--- config.mk ---
export PLATFORM = sky130hd
export DESIGN_NAME = mem_wb_stage
export DESIGN_NICKNAME = d
export VERILOG_FILES = /design/src/rtl/mem_wb_stage.sv
export SDC_FILE = /design/constraint.sdc
export NUM_CORES = 1
export LEC_CHECK = 0
export BUFFER_PORTS_ARGS = -buffer_cell sky130_fd_sc_hd__buf_2
export CAP_MARGIN = 20
export CORE_MARGIN = 10
export CORE_UTILIZATION = 35
export CTS_CLUSTER_DIAMETER = 40
export DETAILED_ROUTE_END_ITERATION = 10
export PLACE_DENSITY = 0.65
export SYNTH_ARGS = -nofsm -noshare
export SYNTH_HDL_FRONTEND = slang
export SYNTH_SLANG_ARGS = --single-unit
--- constraint.sdc ---
create_clock -name clk -period 6.4 [get_ports clk]
set_clock_uncertainty 0.05 [all_clocks]
set_input_delay 1.28 -clock clk [delete_from_list [all_inputs] [get_ports clk]]
set_output_delay 1.28 -clock clk [all_outputs]
set_load 0.01 [all_outputs]
--- src/rtl/mem_wb_stage.sv ---
// MEM/WB pipeline stage. It registers the instruction leaving MEM and picks
// the writeback source: ALU result, load data or link address. Sub-word load
// data is aligned and extended here. When load data is late, the stage holds
// the load in WAIT until mem_rvalid arrives.
module mem_wb_stage #(
    parameter int DATA_W = 32,
    parameter int REG_AW = 5
) (
    input  logic              clk,
    input  logic              reset,
    input  logic              ex_valid,
    input  logic              ex_reg_write,
    input  logic [REG_AW-1:0] ex_write_reg,
    input  logic [1:0]        ex_mem_to_reg,
    input  logic [1:0]        ex_load_size,
    input  logic              ex_load_unsigned,
    input  logic [1:0]        ex_addr_low,
    input  logic [DATA_W-1:0] ex_alu_result,
    input  logic [DATA_W-1:0] ex_pc_plus4,
    input  logic [DATA_W-1:0] mem_rdata,
    input  logic              mem_rvalid,
    input  logic              flush,
    output logic              stall_out,
    output logic              wb_valid,
    output logic              wb_reg_write,
    output logic [REG_AW-1:0] wb_write_reg,
    output logic [DATA_W-1:0] wb_write_data,
    output logic              wb_misalign
);

    typedef enum logic {S_IDLE, S_WAIT} state_t;

    localparam logic [1:0] SRC_LOAD = 2'b01;
    localparam logic [1:0] SRC_LINK = 2'b10;
    localparam logic [1:0] SZ_HALF  = 2'b01;
    localparam logic [1:0] SZ_BYTE  = 2'b10;

    state_t              state_q, state_d;
    logic                stall_q, stall_d;
    // Load control fields held while the read data is outstanding
    logic                rw_q, rw_d;
    logic [REG_AW-1:0]   wreg_q, wreg_d;
    logic [1:0]          size_q, size_d;
    logic                uns_q, uns_d;
    logic [1:0]          addr_q, addr_d;
    // Writeback outputs
    logic                vld_q, vld_d;
    logic                wbrw_q, wbrw_d;
    logic [REG_AW-1:0]   wbreg_q, wbreg_d;
    logic [DATA_W-1:0]   wbdata_q, wbdata_d;
    logic                mis_q, mis_d;

    // Instruction fields come from the latched copy in WAIT, else from ex_*
    logic                in_wait, sel_rw, sel_uns, is_load, misalign, commit;
    logic [REG_AW-1:0]   sel_reg;
    logic [1:0]          sel_src, sel_size, sel_addr;
    logic [15:0]         half;
    logic [7:0]          byte_v;
    logic [DATA_W-1:0]   load_data, result;

    // Source select, load alignment/extension and misalignment detect
    always_comb begin
        in_wait  = (state_q == S_WAIT);
        sel_rw   = in_wait ? rw_q   : ex_reg_write;
        sel_reg  = in_wait ? wreg_q : ex_write_reg;
        sel_src  = in_wait ? SRC_LOAD : ex_mem_to_reg;
        sel_size = in_wait ? size_q : ex_load_size;
        sel_uns  = in_wait ? uns_q  : ex_load_unsigned;
        sel_addr = in_wait ? addr_q : ex_addr_low;
        is_load  = (sel_src == SRC_LOAD);

        half     = sel_addr[1] ? mem_rdata[31:16] : mem_rdata[15:0];
        byte_v   = mem_rdata[{sel_addr, 3'b000} +: 8];
        case (sel_size)
            SZ_HALF: load_data = {{16{~sel_uns & half[15]}}, half};
            SZ_BYTE: load_data = {{24{~sel_uns & byte_v[7]}}, byte_v};
            default: load_data = mem_rdata;
        endcase

        misalign = 1'b0;
        if (is_load) begin
            if (sel_size == SZ_HALF)
                misalign = sel_addr[0];
            else if (sel_size != SZ_BYTE)
                misalign = (sel_addr != 2'b00);
        end

        case (sel_src)
            SRC_LOAD: result = load_data;
            SRC_LINK: result = ex_pc_plus4;
            default:  result = ex_alu_result;
        endcase
    end

    // Next state: capture, wait for read data, or flush to a bubble
    always_comb begin
        state_d  = state_q;
        rw_d     = rw_q;
        wreg_d   = wreg_q;
        size_d   = size_q;
        uns_d    = uns_q;
        addr_d   = addr_q;
        commit   = 1'b0;
        vld_d    = 1'b0;
        wbrw_d   = 1'b0;
        mis_d    = 1'b0;
        wbreg_d  = wbreg_q;
        wbdata_d = wbdata_q;

        if (flush) begin
            state_d = S_IDLE;
        end else begin
            case (state_q)
                S_IDLE: begin
                    if (ex_valid) begin
                        if (is_load && !mem_rvalid) begin
                            state_d = S_WAIT;
                            rw_d    = ex_reg_write;
                            wreg_d  = ex_write_reg;
                            size_d  = ex_load_size;
                            uns_d   = ex_load_unsigned;
                            addr_d  = ex_addr_low;
                        end else begin
                            commit = 1'b1;
                        end
                    end
                end
                default: begin
                    if (mem_rvalid) begin
                        commit  = 1'b1;
                        state_d = S_IDLE;
                    end
                end
            endcase
        end

        if (commit) begin
            vld_d    = 1'b1;
            wbreg_d  = sel_reg;
            wbdata_d = result;
            mis_d    = misalign;
            wbrw_d   = sel_rw & (sel_reg != '0) & ~misalign;
        end

        stall_d = (state_d == S_WAIT);
    end

    // State, latched load fields and writeback registers
    always_ff @(posedge clk or negedge reset) begin
        if (!reset) begin
            state_q  <= S_IDLE;
            stall_q  <= 1'b0;
            rw_q     <= 1'b0;
            wreg_q   <= '0;
            size_q   <= 2'b00;
            uns_q    <= 1'b0;
            addr_q   <= 2'b00;
            vld_q    <= 1'b0;
            wbrw_q   <= 1'b0;
            wbreg_q  <= '0;
            wbdata_q <= '0;
            mis_q    <= 1'b0;
        end else begin
            state_q  <= state_d;
            stall_q  <= stall_d;
            rw_q     <= rw_d;
            wreg_q   <= wreg_d;
            size_q   <= size_d;
            uns_q    <= uns_d;
            addr_q   <= addr_d;
            vld_q    <= vld_d;
            wbrw_q   <= wbrw_d;
            wbreg_q  <= wbreg_d;
            wbdata_q <= wbdata_d;
            mis_q    <= mis_d;
        end
    end

    assign stall_out     = stall_q;
    assign wb_valid      = vld_q;
    assign wb_reg_write  = wbrw_q;
    assign wb_write_reg  = wbreg_q;
    assign wb_write_data = wbdata_q;
    assign wb_misalign   = mis_q;

endmodule

# [Yosys cells after proc, flatten, opt, wreduce, memory -nomap -nowiden]
# Index checks and enable logic that the tools add are counted.
[classes] addsub=0 mul=0 div_mod_pow=0 n_lt_le_gt_ge=0 n_eq_ne=5 n_shift=1 n_mux=25 bitwise=8 reduce_logical=5
[ops] operator="32-bit one-hot mux with 2 select lines" count=2
[ops] operator="32-bit by 6-bit variable part select with 8-bit output" count=1
[ops] operator="1-bit two-way mux" count=18
[ops] operator="16-bit two-way mux" count=1
[ops] operator="2-bit two-way mux" count=3
[ops] operator="5-bit two-way mux" count=1
[ops] operator="5-bit nonzero test" count=1
[ops] operator="1-bit bitwise AND" count=4
[ops] operator="2-bit by 1-bit == test with 1-bit output, second input constant" count=2
[ops] operator="2-bit == test, second input constant" count=2
[ops] operator="1-bit inverter" count=4
[ops] operator="4-bit AND reduction" count=1
[ops] operator="2-bit != test, second input constant" count=1
[ops] operator="2-bit nonzero test" count=1
[ops] operator="1-bit logical AND" count=1
[ops] operator="1-bit logical NOT" count=1
[totals] reg_bits=52 latch_bits=0 ram_bits=0 romBits=0 input_bits=114 output_inout_bits=41 elab_cells=55 memories=0

# [Logic depth before layout (Yosys ltp)]
# Gate-level depths: netlist of run 1.
[depth] ltp_word=8 mapped_depth=13 depth_no_buf=8

# [Least setup slack after synthesis of run 1]
# OpenSTA, ideal clock, no wires.
[synth_path] kind="input-to-reg" from="in ex_load_size[0]" to="reg wbdata_q[20] (netlist: wb_write_data[20])" setup_time_ns=0.096 arrival_ns=2.916 required_ns=6.254 slack_ns=3.339 cell_stages=9 n_path_buf=3 cell_sequence="mux2i_1 -> inv_1 -> ha_1 -> clkbuf_1 -> inv_1 -> clkbuf_1 -> clkbuf_1 -> o22ai_1 -> o31ai_1"
[synth_between] elab_chain_len=4 word_cells_on_any_way=5 cone_classes="eq/ne (2); mux (3)"
[synth_lines] item="start, declared" line="15" text="input logic [1:0] ex_load_size,"
[synth_lines] item="2-bit two-way mux (*)" line="67" text="sel_size = in_wait ? size_q : ex_load_size;"
[synth_lines] item="2-bit == test or 2-bit by 1-bit == test with 1-bit output (tied branches)" line="74" text="case (sel_size)"
[synth_lines] item="32-bit one-hot mux with 2 select lines (*)" line="74"
[synth_lines] item="32-bit one-hot mux with 2 select lines (*)" line="88" text="case (sel_src)"
[synth_lines] item="end signal, assigned" line="174" text="wbdata_q <= wbdata_d;"
[synth_lines] item="end, declared" line="50" text="logic [DATA_W-1:0] wbdata_q, wbdata_d;"
# Mark *: on every way between the ends. The rest lies on a longest branch, timed or not.
# A chain may end at the register's enable or synchronous reset.

# [Worst setup path after layout of run 1]
[layout_path] from="in ex_load_size[0]" to="reg wbdata_q[15] (netlist: wb_write_data[15])"
# Same word-level chain as after synthesis.

==> results of run 1 <==
cell usage after synthesis (all sizes together) (4+ instances only):
master | count | area, µm²
nor2 | 18 | 67.6
a22o | 17 | 149
buf | 10 | 73.8
dfrtp | 52 | 1300
a221o | 7 | 70.1
a211oi | 5 | 37.5
o21ai | 18 | 90.1
and2 | 7 | 43.8
mux2i | 33 | 330
a2111oi | 7 | 105
o31ai | 16 | 120
a221oi | 8 | 87.6
o221ai | 8 | 70.1
o22ai | 23 | 144
ha | 4 | 50.1
a32oi | 7 | 61.3
inv | 17 | 63.8
or2 | 7 | 43.8
mux2 | 21 | 255
clkbuf | 20 | 75.1
nand2 | 20 | 75.1
a2bb2oi | 7 | 61.3
stage by stage:
stage | total power [mW] | utilization, % | instance area, µm² | worst slack [ps] | cells
after floorplan | 0.671 | - | 3580 | 3340 | 359
after global placement | 0.823 | 44.7 | 4410 | 2490 | 620
after detailed placement | 0.835 | 44.9 | 4430 | 2440 | 622
after CTS | 1.07 | 46.0 | 4540 | 2770 | 630
after global routing | 1.13 | 46.1 | 4550 | 2540 | 631
final | 1.07 | 46.1 | 4550 | 2710 | 633
final cells by class:
cell class                 count  area, µm²
antenna                        2       5.00
clock buffer                   5       68.8
clock inverter                 3       42.5
fill                         967       5310
inverter                      17       63.8
multi-input combinational    260       2070
sequential                    52       1300
tap                          133        166
timing repair buffer         161        831
layer usage:
metal	vias to the layer above	wire length, µm	track usage [%]
met1	1756	5380	20.4
li1	1677	-	-
met4	0	260	5.05
met5	-	0	0
met3	17	1200	6.93
met2	127	6710	29.5
worst max-delay path, cell delays in order:
cell	delay [ps]
buf_2	100
mux2i_1	180
inv_1	70
ha_1	780
inv_1	720
o221ai_1	420
a31o_2	180
a31oi_1	40
worst min path at each step:
stage	slack, ps	from	depth (start not counted)	to
global route	470	wb_write_reg[1]	2	wb_write_reg[1]
floorplan	430	size_q[0]	1	size_q[0]
detailed placement	420	wb_write_reg[1]	2	wb_write_reg[1]
global placement	410	wb_write_reg[3]	2	wb_write_reg[3]
finish	440	wb_write_reg[0]	2	wb_write_reg[0]
CTS	440	wb_write_reg[1]	2	wb_write_reg[1]
report_power, final:
part,internal (mW),leakage (nW),switching [mW]
Clock,0.116,0.0542,0.122
Sequential,0.400,0.645,0.0420
Combinational,0.171,1.39,0.214
Total,0.687,2.09,0.379
kinds of logic after synthesis:
family / count (synthesis) / synth area share (%)
simple gates: 66 / 9.41
fa+ha+maj: 4 / 1.40
flops: 52 / 36.4
buf+inv: 47 / 5.94
compound gates: 136 / 30.5
mux: 54 / 16.4
==> impl_metrics.toml, run 1 <==
[detailed_routing]
antenna_left = 0
drc = 0
drt_iter0_drc = 245
wl_per_cell_um = 21.4
wirelength_mm = 13.5
first_pass_iters = 4
num_vias = 3577
viasPerCell = 5.65

[layout]
drive_above_1_share_pct = 42.2
final_common_cell = "buf_2"
mostFrequentLayoutCells = "buf_2, dfrtp_1, mux2i_1"
area_growth_pct = 27.2
largest_reg_flops = 32
layout.nets = 615

[timing]
whs_ps = 441
relSlewSlack_pct = 26.7
final-setup-viol-count = 0
worst_slew_pin_slew_ps = 1100
period_minus_slack_ps = 3690
min_period_over_period_pct = 57.6
hold_viol = 0
slew_viol_final = 0
fmax_mhz = 271
rsz0062_at_grt = "false"
tns_ps = 0

[worst_setup_path]
path_class = "input port to flop"
critPathRequiredTime_ps = 6500
critPathLaunch = "ex_load_size[0]"
r2r_slack_ps = 3020
startpoint_type = "input port"
r2r-end = "wb_write_data[15]"
reg2reg_from = "stall_out"
crit_path_max_fanout = 33
cp-endpoint = "wb_write_data[15]"
cp.arrival_ps = 3780
reg2regPathDepth = 8
cp-end-kind = "flop"

[synthesis]
ys.flop_type = "dfrtp_1"
synth_edf_count = 0
synth_cell_type_count = 52
seq_area_frac_synth_pct = 36.4
ys_ff_latch = 52
synth.avg_cell_area_um2 = 9.97
syn_area_mm2 = 0.00358
syn_inst = 359
yosysWarnings = 0
async_flop_share_pct = 100
syn_nets = 477

[global_routing]
grt_pass1_wl_mm = 20.7
grt_antenna_before_repair = 2
first_global_vias = 3808
track_usage_pct = 17.6
grt_max_degree = 53
overflow = 0

[pwr]
power_density_mw_per_mm2 = 234
leakagePower_nw = 2.09
peakVddDrop_uv = 139

[die]
start_util_pct = 36.3
die_h_um = 121
dieArea_mm2 = 0.0147
die_w_um = 121
core_region_area_mm2 = 0.00986
io_pins = 155
num_rows = 36

[cts]
cts_tree = "yes"
clock_sinks = 52
path_clk_slew_ps = 100
ctsHtreeMaxLevel = 2
cts_root_buffer = "clkbuf_8"
cts_setup_buffers = 0
ctsResizeCount = 0
holdBufCountCts = 0
clk_latency_ps = 310
clock_tree.buffer_depth = 2
cts_buffers = 5

[flow_run]
maxCapViolCount = 0

[place]
gp_congestion = 0.890
dp_hpwl_mm = 10.3
io_buffers = 154

[hold_path]
min_path_type = "flop to flop"

[outcome]
status = "finished, final reports clean"
Power figures use the tool's default switching activity.
==> run 2: changes to the inputs <==
ABC_AREA = 1   (was unset)
PLACE_DENSITY = 0.64   (was 0.65)
clock period = 3.6 ns   (was 6.4 ns; I/O delays follow)
==> impl_metrics.toml, run 2 <==
[outcome]
status = "finished, final reports clean"

[global_routing]
grt_antenna_before_repair = 4
track_usage_pct = 16.9
overflow = 0
grt_pass1_wl_mm = 20.9
grt_max_degree = 38
first_global_vias = 4343

[timing]
relSlewSlack_pct = 52.3
fin_ws_ps = 870
rsz0062_at_grt = "false"
whs_ps = 329
fmax_mhz = 366
slew_viol_final = 0
worst_slew_pin_slew_ps = 713
hold_viol = 0
tns_ps = 0
period_minus_slack_ps = 2730
min_period_over_period_pct = 75.8
final-setup-viol-count = 0

[flow_run]
maxCapViolCount = 0

[cts]
holdBufCountCts = 0
ctsResizeCount = 0
clock_tree.buffer_depth = 2
clock_sinks = 52
cts_setup_buffers = 0
cts_buffers = 5
cts_tree = "yes"
clk_latency_ps = 310
path_clk_slew_ps = 110
ctsHtreeMaxLevel = 2
cts_root_buffer = "clkbuf_8"

[place]
io_buffers = 154
gp_congestion = 0.881
post-place-ws_ps = 807
dp_hpwl_mm = 10.3
placed_area_mm2 = 0.00461

[layout]
mostFrequentLayoutCells = "nand2_1, buf_2, a21oi_1"
layout.nets = 861
final_common_cell = "nand2_1"
final_area_mm2 = 0.00471
area_growth_pct = 25.9
drive_above_1_share_pct = 26.5
largest_reg_flops = 32

[detailed_routing]
drt_iter0_drc = 244
drc = 0
first_pass_iters = 5
wirelength_mm = 13.2
wl_per_cell_um = 15.0
viasPerCell = 4.78
antenna_left = 0
num_vias = 4214

[die]
core_region_area_mm2 = 0.0104
die_h_um = 123
io_pins = 155
die_w_um = 123
start_util_pct = 36.1
num_rows = 37
dieArea_mm2 = 0.0152

[worst_setup_path]
reg2reg_from = "stall_out"
cp.arrival_ps = 2890
path_class = "flop to flop"
r2r-end = "wb_write_data[18]"
reg2regPathDepth = 13
cp-end-kind = "flop"
critPathRequiredTime_ps = 3760
r2r_slack_ps = 870
startpoint_type = "flop"
crit_path_max_fanout = 25

[synthesis]
syn_inst = 607
synth.most_common_cell = "nand2_1"
synth_cell_type_count = 27
ys_ff_latch = 52
syn_area_mm2 = 0.00374
synth.avg_cell_area_um2 = 6.16
synth_top_area_share_pct = 34.8
yosys-top-cells-area = "dfrtp_1, nand2_1, a21oi_1"
yosysWarnings = 0
async_flop_share_pct = 100
syn_nets = 725
ys.flop_type = "dfrtp_1"
ys_top_cells_by_count = "nand2_1, a21oi_1, inv_1, dfrtp_1, nand3_1"
seq_area_frac_synth_pct = 34.8
synth_edf_count = 0
synth_top_area_cell = "dfrtp_1"

[pwr]
leakagePower_nw = 2.83
power_density_mw_per_mm2 = 393
peakVddDrop_uv = 196

[hold_path]
min_path_type = "input port to asynchronous set/reset pin"
run 2: cell count changes after synthesis, sizes merged, moves of 8 or more:
cell,delta
o21ai,+8
a21oi,+76
o22ai,-23
inv,+58
o31ai,-15
a22o,-17
nand2,+242
a221oi,-8
mux2,-18
o221ai,-8
nor2,+9
mux2i,-33
nand3,+27
run 2: critical path: stages, from the launching register on:
cell,delay (ps)
dfrtp_1,360
inv_1,190
or2_2,330
o21ai_0,110
inv_1,70
ha_1,290
inv_1,520
o211ai_1,180
nand2_1,150
nand2_4,140
nand2_1,90
nand2_1,50
nand2_1,50
nand2_1,50
run 2: cells by family (layout without fill, tap and decap cells):
family                   after synthesis  in the layout  share of synthesized area, %
buffers and inverters                110            247                          11.9
adder cells (fa/ha/maj)                4              4                          1.34
AND/OR/NAND/NOR                      330            330                          36.4
flip-flops                            52             52                          34.8
multiplexers                           3              3                         0.903
AO/OA/AOI/OAI                        108            108                          14.7
other                                  0              2                             0
run 2: per-layer routing:
| layer | global-route usage [%] | vias to the layer above | wire length, µm |
|---|---|---|---|
| met5 | 0 | - | 13 |
| met4 | 3.06 | 2 | 131 |
| met3 | 5.38 | 13 | 1360 |
| met2 | 28.3 | 164 | 6010 |
| met1 | 20.9 | 1890 | 5700 |
| li1 | - | 2145 | - |
run 2: area by class of cell:
type / instances / area (µm²)
clock inverter: 3 / 28.8
fill: 1147 / 5660
sequential: 52 / 1300
timing repair buffer: 163 / 851
tap: 136 / 170
multi-input combinational: 445 / 2000
inverter: 76 / 285
clock buffer: 5 / 68.8
antenna: 2 / 5.00
run 2: where the power goes:
part | switching (mW) | total (mW) | internal [mW]
registers | 0.0685 | 0.777 | 0.708
clock network | 0.230 | 0.378 | 0.148
logic | 0.424 | 0.699 | 0.275
total | 0.722 | 1.85 | 1.13
run 2: how the worst max path moves through the flow:
stage | start | to | slack [ps] | cells past startpoint
final | stall_out | wb_write_data[18] | 870 | 13
after global routing | stall_out | wb_write_data[18] | 600 | 13
after CTS | stall_out | wb_write_data[20] | 870 | 13
after detailed placement | ex_load_size[0] | wb_write_data[24] | 810 | 12
after global placement | ex_load_size[0] | wb_write_data[20] | 870 | 12
after floorplan | stall_out | wb_write_data[2] | 1200 | 14
run 2: metrics by stage:
stage               power (mW)  util (%)  std cells
CTS                       1.88      45.4        880
global route              2.01      45.4        882
detailed placement        1.49      44.4        872
floorplan                 1.20         -        607
global placement          1.47      44.4        872
finish                    1.85      45.4        882
